$ cat config.mk
export PLATFORM = sky130hd
export DESIGN_NAME = bus_slave_fifo
export DESIGN_NICKNAME = d
export VERILOG_FILES = /design/src/rtl/bus_pkg.sv /design/src/rtl/sync_fifo.sv /design/src/rtl/bus_slave_fifo.sv
export SDC_FILE = /design/constraint.sdc
export NUM_CORES = 1
export LEC_CHECK = 0
export CAP_MARGIN = 20
export CORE_UTILIZATION = 40
export DETAILED_ROUTE_END_ITERATION = 7
export SLEW_MARGIN = 0
export SYNTH_ARGS = -nofsm -noshare
export SYNTH_HDL_FRONTEND = slang
export SYNTH_SLANG_ARGS = --single-unit
$ cat constraint.sdc
create_clock -name clk -period 6.6 [get_ports clk]
set_input_delay 0.66 -clock clk [delete_from_list [all_inputs] [get_ports clk]]
set_output_delay 0.66 -clock clk [all_outputs]
set_load 0.01 [all_outputs]
$ cat src/rtl/bus_pkg.sv
// Shared types and widths for the req/gnt bus slave: transfer record and slave FSM states.
package bus_pkg;

    localparam int ADDR_W = 8;
    localparam int DATA_W = 32;

    typedef struct packed {
        logic [ADDR_W-1:0] addr;
        logic [DATA_W-1:0] data;
    } bus_xfer_t;

    typedef enum logic [1:0] {
        IDLE  = 2'd0,
        WAIT  = 2'd1,
        GRANT = 2'd2
    } slv_state_e;

endpackage

$ cat src/rtl/sync_fifo.sv
// First-word fall-through synchronous FIFO; occupancy is tracked separately from the pointers
// so that full and empty are unambiguous at DEPTH entries.
module sync_fifo #(
    parameter int WIDTH = 8,
    parameter int DEPTH = 4
) (
    input  logic                     clk,
    input  logic                     rst_n,
    input  logic                     i_push,
    input  logic [WIDTH-1:0]         i_data,
    input  logic                     i_pop,
    output logic [WIDTH-1:0]         o_data,
    output logic                     o_full,
    output logic                     o_empty,
    output logic [$clog2(DEPTH):0]   o_level
);

    localparam int PTR_W = $clog2(DEPTH);
    localparam logic [PTR_W:0]   FULL_LVL = (PTR_W+1)'(DEPTH);
    localparam logic [PTR_W:0]   LVL_ONE  = (PTR_W+1)'(1);
    localparam logic [PTR_W-1:0] PTR_ONE  = PTR_W'(1);

    logic [WIDTH-1:0] r_mem [DEPTH];
    logic [PTR_W-1:0] r_wr_ptr;
    logic [PTR_W-1:0] r_rd_ptr;
    logic [PTR_W:0]   r_level;
    logic             w_do_push;
    logic             w_do_pop;

    assign o_full    = (r_level == FULL_LVL);
    assign o_empty   = (r_level == '0);
    assign o_level   = r_level;
    assign w_do_push = i_push && !o_full;
    assign w_do_pop  = i_pop && !o_empty;
    // Head is forced to zero while empty so the output is defined without resetting storage.
    assign o_data    = o_empty ? '0 : r_mem[r_rd_ptr];

    always_ff @(posedge clk or negedge rst_n) begin
        if (!rst_n) begin
            r_wr_ptr <= '0;
            r_rd_ptr <= '0;
            r_level  <= '0;
        end else begin
            if (w_do_push) r_wr_ptr <= r_wr_ptr + PTR_ONE;
            if (w_do_pop)  r_rd_ptr <= r_rd_ptr + PTR_ONE;
            case ({w_do_push, w_do_pop})
                2'b10:   r_level <= r_level + LVL_ONE;
                2'b01:   r_level <= r_level - LVL_ONE;
                default: r_level <= r_level;
            endcase
        end
    end

    always_ff @(posedge clk) begin
        if (w_do_push) r_mem[r_wr_ptr] <= i_data;
    end

endmodule

$ cat src/rtl/bus_slave_fifo.sv
// Req/gnt bus slave: grants one transfer per handshake after a programmable delay, buffers it in
// a FWFT FIFO for a valid/ready consumer, and latches a sticky flag when the master drops req early.
module bus_slave_fifo
    import bus_pkg::*;
#(
    parameter int DEPTH     = 4,
    parameter int GNT_DELAY = 1
) (
    input  logic                   clk,
    input  logic                   rst_n,
    input  logic                   req,
    input  logic [ADDR_W-1:0]      addr,
    input  logic [DATA_W-1:0]      data,
    output logic                   gnt,
    output logic                   out_valid,
    input  logic                   out_ready,
    output logic [ADDR_W-1:0]      out_addr,
    output logic [DATA_W-1:0]      out_data,
    output logic [$clog2(DEPTH):0] level,
    output logic                   proto_err
);

    localparam logic [3:0] DLY = 4'(GNT_DELAY);

    slv_state_e r_state;
    slv_state_e w_state_nxt;
    logic [3:0] r_cnt;
    logic [3:0] w_cnt_nxt;
    logic       r_gnt;
    logic       r_proto_err;
    logic       w_err_set;
    logic       w_push;
    logic       w_full;
    logic       w_empty;
    logic       w_cnt_done;
    bus_xfer_t  w_push_xfer;
    bus_xfer_t  w_head;

    assign w_push_xfer = {addr, data};
    // The counter saturates at DLY, so "reached DLY-1" and "already saturated" both satisfy this.
    assign w_cnt_done  = (DLY == 4'd0) || (({1'b0, r_cnt} + 5'd1) >= {1'b0, DLY});

    always_comb begin
        w_state_nxt = r_state;
        w_cnt_nxt   = r_cnt;
        w_err_set   = 1'b0;
        w_push      = 1'b0;
        case (r_state)
            IDLE: begin
                if (req) begin
                    w_cnt_nxt = '0;
                    if ((DLY == 4'd0) && !w_full) w_state_nxt = GRANT;
                    else                          w_state_nxt = WAIT;
                end
            end
            WAIT: begin
                if (r_cnt != DLY) w_cnt_nxt = r_cnt + 4'd1;
                if (!req) begin
                    w_state_nxt = IDLE;
                    w_err_set   = 1'b1;
                end else if (w_cnt_done && !w_full) begin
                    w_state_nxt = GRANT;
                end
            end
            GRANT: begin
                w_state_nxt = IDLE;
                if (req) w_push    = 1'b1;
                else     w_err_set = 1'b1;
            end
            default: w_state_nxt = IDLE;
        endcase
    end

    always_ff @(posedge clk or negedge rst_n) begin
        if (!rst_n) begin
            r_state     <= IDLE;
            r_cnt       <= '0;
            r_gnt       <= 1'b0;
            r_proto_err <= 1'b0;
        end else begin
            r_state     <= w_state_nxt;
            r_cnt       <= w_cnt_nxt;
            r_gnt       <= (w_state_nxt == GRANT);
            r_proto_err <= r_proto_err || w_err_set;
        end
    end

    sync_fifo #(
        .WIDTH ($bits(bus_xfer_t)),
        .DEPTH (DEPTH)
    ) u_fifo (
        .clk     (clk),
        .rst_n   (rst_n),
        .i_push  (w_push),
        .i_data  (w_push_xfer),
        .i_pop   (out_ready),
        .o_data  (w_head),
        .o_full  (w_full),
        .o_empty (w_empty),
        .o_level (level)
    );

    assign gnt       = r_gnt;
    assign proto_err = r_proto_err;
    assign out_valid = !w_empty;
    assign out_addr  = w_head.addr;
    assign out_data  = w_head.data;

endmodule

Word-level counts from Yosys, hierarchy flattened

Memory sizes are Yosys's and may differ from the RTL's.
Index checks and enable logic that the tools add are counted.

Bits in registers: 15
Latch bits: 0
RAM bits: 160
Bits in read-only memories: 0
Output and inout bits: 46
Memories: 1

Memories:

| name         | words | bits a word | read ports | clocked after memory_dff | write ports | RTL line        | RTL |
|---|---|---|---|---|---|---|---|
| u_fifo.r_mem | 4     | 40          | 1          | 0                        | 1           | sync_fifo.sv:23 | `logic [WIDTH-1:0] r_mem [DEPTH];` |

$add $sub $neg: 6
$mul: 0
Div/mod/pow operators: 0
Order comparisons: 1
Eq/ne operators: 9
Shift-type cells: 0
Muxes and demuxes: 15
Bitwise gates (word level): 0
Reductions and logical operators: 12

Operators by type and width:

| kind                                                              | number |
|---|---|
| 2-to-1 mux 40 bit                                                 | 1 |
| 2-to-1 mux 4 bit                                                  | 2 |
| case mux 4 bit (2 select lines)                                   | 1 |
| == test 2 bit, second input constant                              | 3 |
| 2-to-1 mux 1 bit                                                  | 6 |
| 2-to-1 mux 2 bit                                                  | 3 |
| case mux 3 bit (2 select lines)                                   | 1 |
| adder 4 x 1 -> 5 bit, second input constant                       | 1 |
| greater-or-equal comparator 5 x 1 -> 1 bit, second input constant | 1 |
| adder 2 x 1 -> 2 bit, second input constant                       | 2 |
| adder 4 x 1 -> 4 bit, second input constant                       | 1 |
| == test 2 x 1 -> 1 bit, second input constant                     | 2 |
| != test 2 bit, second input constant                              | 2 |
| != test 4 x 1 -> 1 bit, second input constant                     | 1 |
| case mux 2 bit (2 select lines)                                   | 1 |
| nonzero test 2 bit                                                | 2 |
| adder 3 x 1 -> 3 bit, second input constant                       | 1 |
| == test 3 bit, second input constant                              | 1 |
| logical AND 1 bit                                                 | 3 |
| logical NOT 3 bit                                                 | 1 |
| AND reduction 3 bit                                               | 1 |
| subtractor 3 x 1 -> 3 bit, second input constant                  | 1 |
| logical NOT 1 bit                                                 | 2 |
| logical NOT 2 bit                                                 | 1 |
| 2 further kinds                                                   | 2 |

Logic depth before layout (Yosys ltp)

Word-level depth: 7
Mapped depth: 11
Gate-level depth less buffers: 10

Hierarchy

Synthesis repeated with hierarchy kept, for this count alone.

Cells, all modules: 350
Area total of the unflattened synthesis: 7038.0 um2

By module, submodules not included:

| module         | instances | cells an instance | area each (um2) |
|---|---|---|---|
| sync_fifo      | 1         | 293               | 6515.0 |
| bus_slave_fifo | 1         | 57                | 523.0 |

Worst setup path before layout

OpenSTA, ideal clock, no wires.

Path kind: input -> register
Start: input req
End: memory u_fifo.r_mem[0][0] (netlist name) (enable)
Arrival time: 2000 ps
Slack: 4199 ps
Cell stages on the path: 3
Buffers on the path: 1
Cells stage by stage: and3_1 > clkbuf_1 > and2_1

Word-level cells in the longest chain between the ends: 5

RTL lines:

| item                                   | RTL line             | RTL |
|---|---|---|
| from (decl)                            | bus_slave_fifo.sv:11 | `input logic req,` |
| 2-to-1 mux 1 bit                       | bus_slave_fifo.sv:67 | `if (req) w_push = 1'b1;` |
| 2-to-1 mux 1 bit                       | bus_slave_fifo.sv:48 | `case (r_state)` |
| logical AND 1 bit                      | sync_fifo.sv:33      | `assign w_do_push = i_push && !o_full;` |
| 2-to-1 mux 1 bit                       | sync_fifo.sv:55      | `if (w_do_push) r_mem[r_wr_ptr] <= i_data;` |
| 2-to-1 mux 1 bit (not written as such) | sync_fifo.sv:55      |  |
| to (decl)                              | sync_fifo.sv:23      |  |

Every way passes these cells.

Worst setup path after layout

Start: register u_fifo.r_rd_ptr[0]
End: output out_data[28]

Word-level cells in the longest chain between the ends: 2

RTL lines:

| item                   | RTL line             | RTL |
|---|---|---|
| from (decl)            | sync_fifo.sv:25      | `logic [PTR_W-1:0] r_rd_ptr;` |
| from (signal assigned) | sync_fifo.sv:45      | `if (w_do_pop) r_rd_ptr <= r_rd_ptr + PTR_ONE;` |
| memory (4 x 40 bit)    | n/a                  |  |
| 2-to-1 mux 40 bit      | sync_fifo.sv:36      | `assign o_data = o_empty ? '0 : r_mem[r_rd_ptr];` |
| to (decl)              | bus_slave_fifo.sv:18 | `output logic [DATA_W-1:0] out_data,` |

Every way passes these cells.

==> metrics.cfg <==
[placement]
hpwlAfterDp_mm=7.43
globalplace.congestion=0.686
port_buffers=89

[cells_and_area]
layout.nets=504
layout-drive-gt1-share=0.174
area_delta_synth_final_pct=24.9
mostFrequentLayoutCell=edfxtp_1
antennaDiodeCount=0
final_util=0.509
final_cell_mix=edfxtp_1 (160), clkdlybuf4s50_1 (89), and2_1 (41)

[die]
row_count=48
initial_core_util=0.407
fp.dieH_um=134
fp.dieArea_um2=18100
io_pins=90
core_area_um2=17200
die_x_um=134

[synthesis]
syn-num-nets=407
synth_adder_area_share=0.0225
synth_top_family_by_area=multiplexers
synth-compound-area-share=0.0143
synth-seq-area-share=0.738
synth_area_per_cell_um2=20.0
synthMuxAreaShare=0.132
synth-xor-area-share=0.00749
yosys.cell_types.count=33
ys_warn_count=0
synth_simple_gate_area_share=0.0594
synth_seq_cells=175
syn_inst=351
synthesis.area_um2=7020

[clock_network]
cts_resized=0
cts_max_level=4
cts_hold_buf=0
numCtsBuffers=17
cts.sinks=175
cts_root_buf=clkbuf_16
clk_pin_slew_ps=60
worstSkewPairLatency_ps=420
clk_path_buf_depth=2
cts_tree=built
cts_setup_buffers=0

[timing]
finalHoldViolCount=0
post-route-period-util=0.513
fin_setup_tns_ps=0
min_period_ps=3390
max_slew_margin=0.266
final-setup-viol-count=0
max_freq_ghz=0.295
rsz0062_at_grt=no
skew_ps=16.8
maxSlewViolCount=0
tightest_slew_ps=1100

[grt]
overflow=0
grt_usage=0.154
grt_pass1_wl_mm=20.0
antenna_found_initial=0
grt_pass1_vias=3679
grt_max_degree=43

[critical_path]
arrival_ps=2730
critical_path_class=register to output port
path_max_fanout=42
crit_path_end_kind=output port
cp-start-kind=register
cp_data_required_time_ps=5940
reg2reg_depth=6

[drt]
drtIter0Drc=206
wl_per_cell_um=18.6
via_per_inst=4.99
drc=0
wirelength_mm=12.7
postRouteAntennaNets=0
first_pass_iters=4
vias=3425

[job]
max-cap-violations=0

[power_and_ir_drop]
p_int_mw=2.70
p_sw_frac=0.266
clockPowerShare=0.298
p_leak_nw=2.95
p_comb_frac=0.304
p_per_area_nw_per_um2=421
p_switching_mw=0.982
seqPwrFrac=0.398
ir_drop_uv=219

[worst_hold_path]
min_path_type=register to register
min_path_cells=1

[run_status]
outcome=complete, no violations

[cell type report]
| type | instances | area (µm²) |
|---|---|---|
| flip-flops and latches | 175 | 5180 |
| well taps | 225 | 282 |
| clock buffers | 23 | 488 |
| fillers | 1396 | 8470 |
| inverters | 13 | 48.8 |
| repair buffers | 93 | 921 |
| clock inverters | 9 | 179 |
| multi-input cells | 148 | 1660 |
[per-layer routing]
| metal | vias to the layer above | track usage | wire length [µm] |
|---|---|---|---|
| met5 | - | 0 | 0 |
| met4 | 0 | 0.0562 | 165 |
| met2 | 85 | 0.265 | 6530 |
| met1 | 1765 | 0.186 | 5530 |
| met3 | 12 | 0.0424 | 505 |
| li1 | 1563 | - | - |
[flip-flops by register name, indices dropped and copies added (netlist names)]
register         cells
u_fifo.r_mem       160
r_cnt                4
u_fifo.o_level       3
r_state              2
u_fifo.r_rd_ptr      2
u_fifo.r_wr_ptr      2
gnt                  1
proto_err            1
[per-stage QoR]
step                setup WS, ps  hold slack [ps]  area, µm²  power, mW  instances
floorplan                   4200              364       7020       2.14        351
global placement            3570              491       8100       2.62        654
detailed placement          3560              485       8100       2.65        654
CTS                         3110              512       8770       3.75        686
global route                3020              521       8770       3.88        686
finish                      3210              505       8770       3.69        686
[power groups by stage]
stage | sequential [mW] | clock [mW] | combinational, mW
4_1_cts | 1.48 | 1.12 | 1.14
5_1_grt | 1.49 | 1.16 | 1.22
3_3_place_gp | 1.50 | 0 | 1.12
3_5_place_dp | 1.50 | 0 | 1.14
6_report | 1.47 | 1.10 | 1.12
2_1_floorplan | 1.35 | 0 | 0.787
[cells in the mapped netlist]
master,count,area share
a21o_1,2,0.0021
a21oi_1,3,0.0021
a22o_1,1,0.0012
a32o_1,1,0.0014
and2_1,45,0.040
and3_1,3,0.0027
and3b_1,1,0.0012
buf_12,4,0.011
buf_2,4,0.0029
buf_6,1,0.0016
clkbuf_1,6,0.0032
dfrtp_1,15,0.053
edfxtp_1,160,0.68
fa_1,1,0.0029
ha_1,11,0.020
inv_1,13,0.0070
mux2_2,1,0.0016
mux2i_1,1,0.0014
mux4_1,2,0.0075
mux4_2,38,0.12
nand2_1,11,0.0059
nand2b_1,1,0.00089
nand3_1,4,0.0029
nand4_1,1,0.00089
nor2_1,3,0.0016
nor3b_1,1,0.0011
o2111ai_1,1,0.0012
o21a_1,1,0.0011
o21ai_0,7,0.0050
or3_1,1,0.00089
or3b_1,1,0.0012
xnor2_1,3,0.0037
xor2_1,3,0.0037
[final timing paths]
kind / from / endpoint / slack [ps]
worst max-delay path: u_fifo.r_rd_ptr[0] / out_data[28] / 3210
worst min-delay path: proto_err / proto_err / 500
worst max register to register: u_fifo.o_level[0] / u_fifo.o_level[1] / 3960
worst min register to register: proto_err / proto_err / 500
max in group asynchronous: rst_n / u_fifo.r_rd_ptr[0] / 5340
min in group asynchronous: rst_n / gnt / 680
[critical path, cell delays in order, from the launching register on]
cell and delay, ps:
dfrtp_4 1010, mux4_1 660, and2_1 170, clkdlybuf4s50_1 470
[cells by family (layout without fill, tap and decap cells)]
| kind of cell | count (synthesis) | count (layout) |
|---|---|---|
| adders and majority gates | 12 | 12 |
| xor gates and xnor gates | 6 | 6 |
| and+or+nand+nor | 72 | 72 |
| DFF | 175 | 175 |
| buffers and inverters | 28 | 138 |
| AOI/OAI and AO/OA | 16 | 16 |
| muxes | 42 | 42 |
Note: power is estimated with default switching activity, not from simulation.
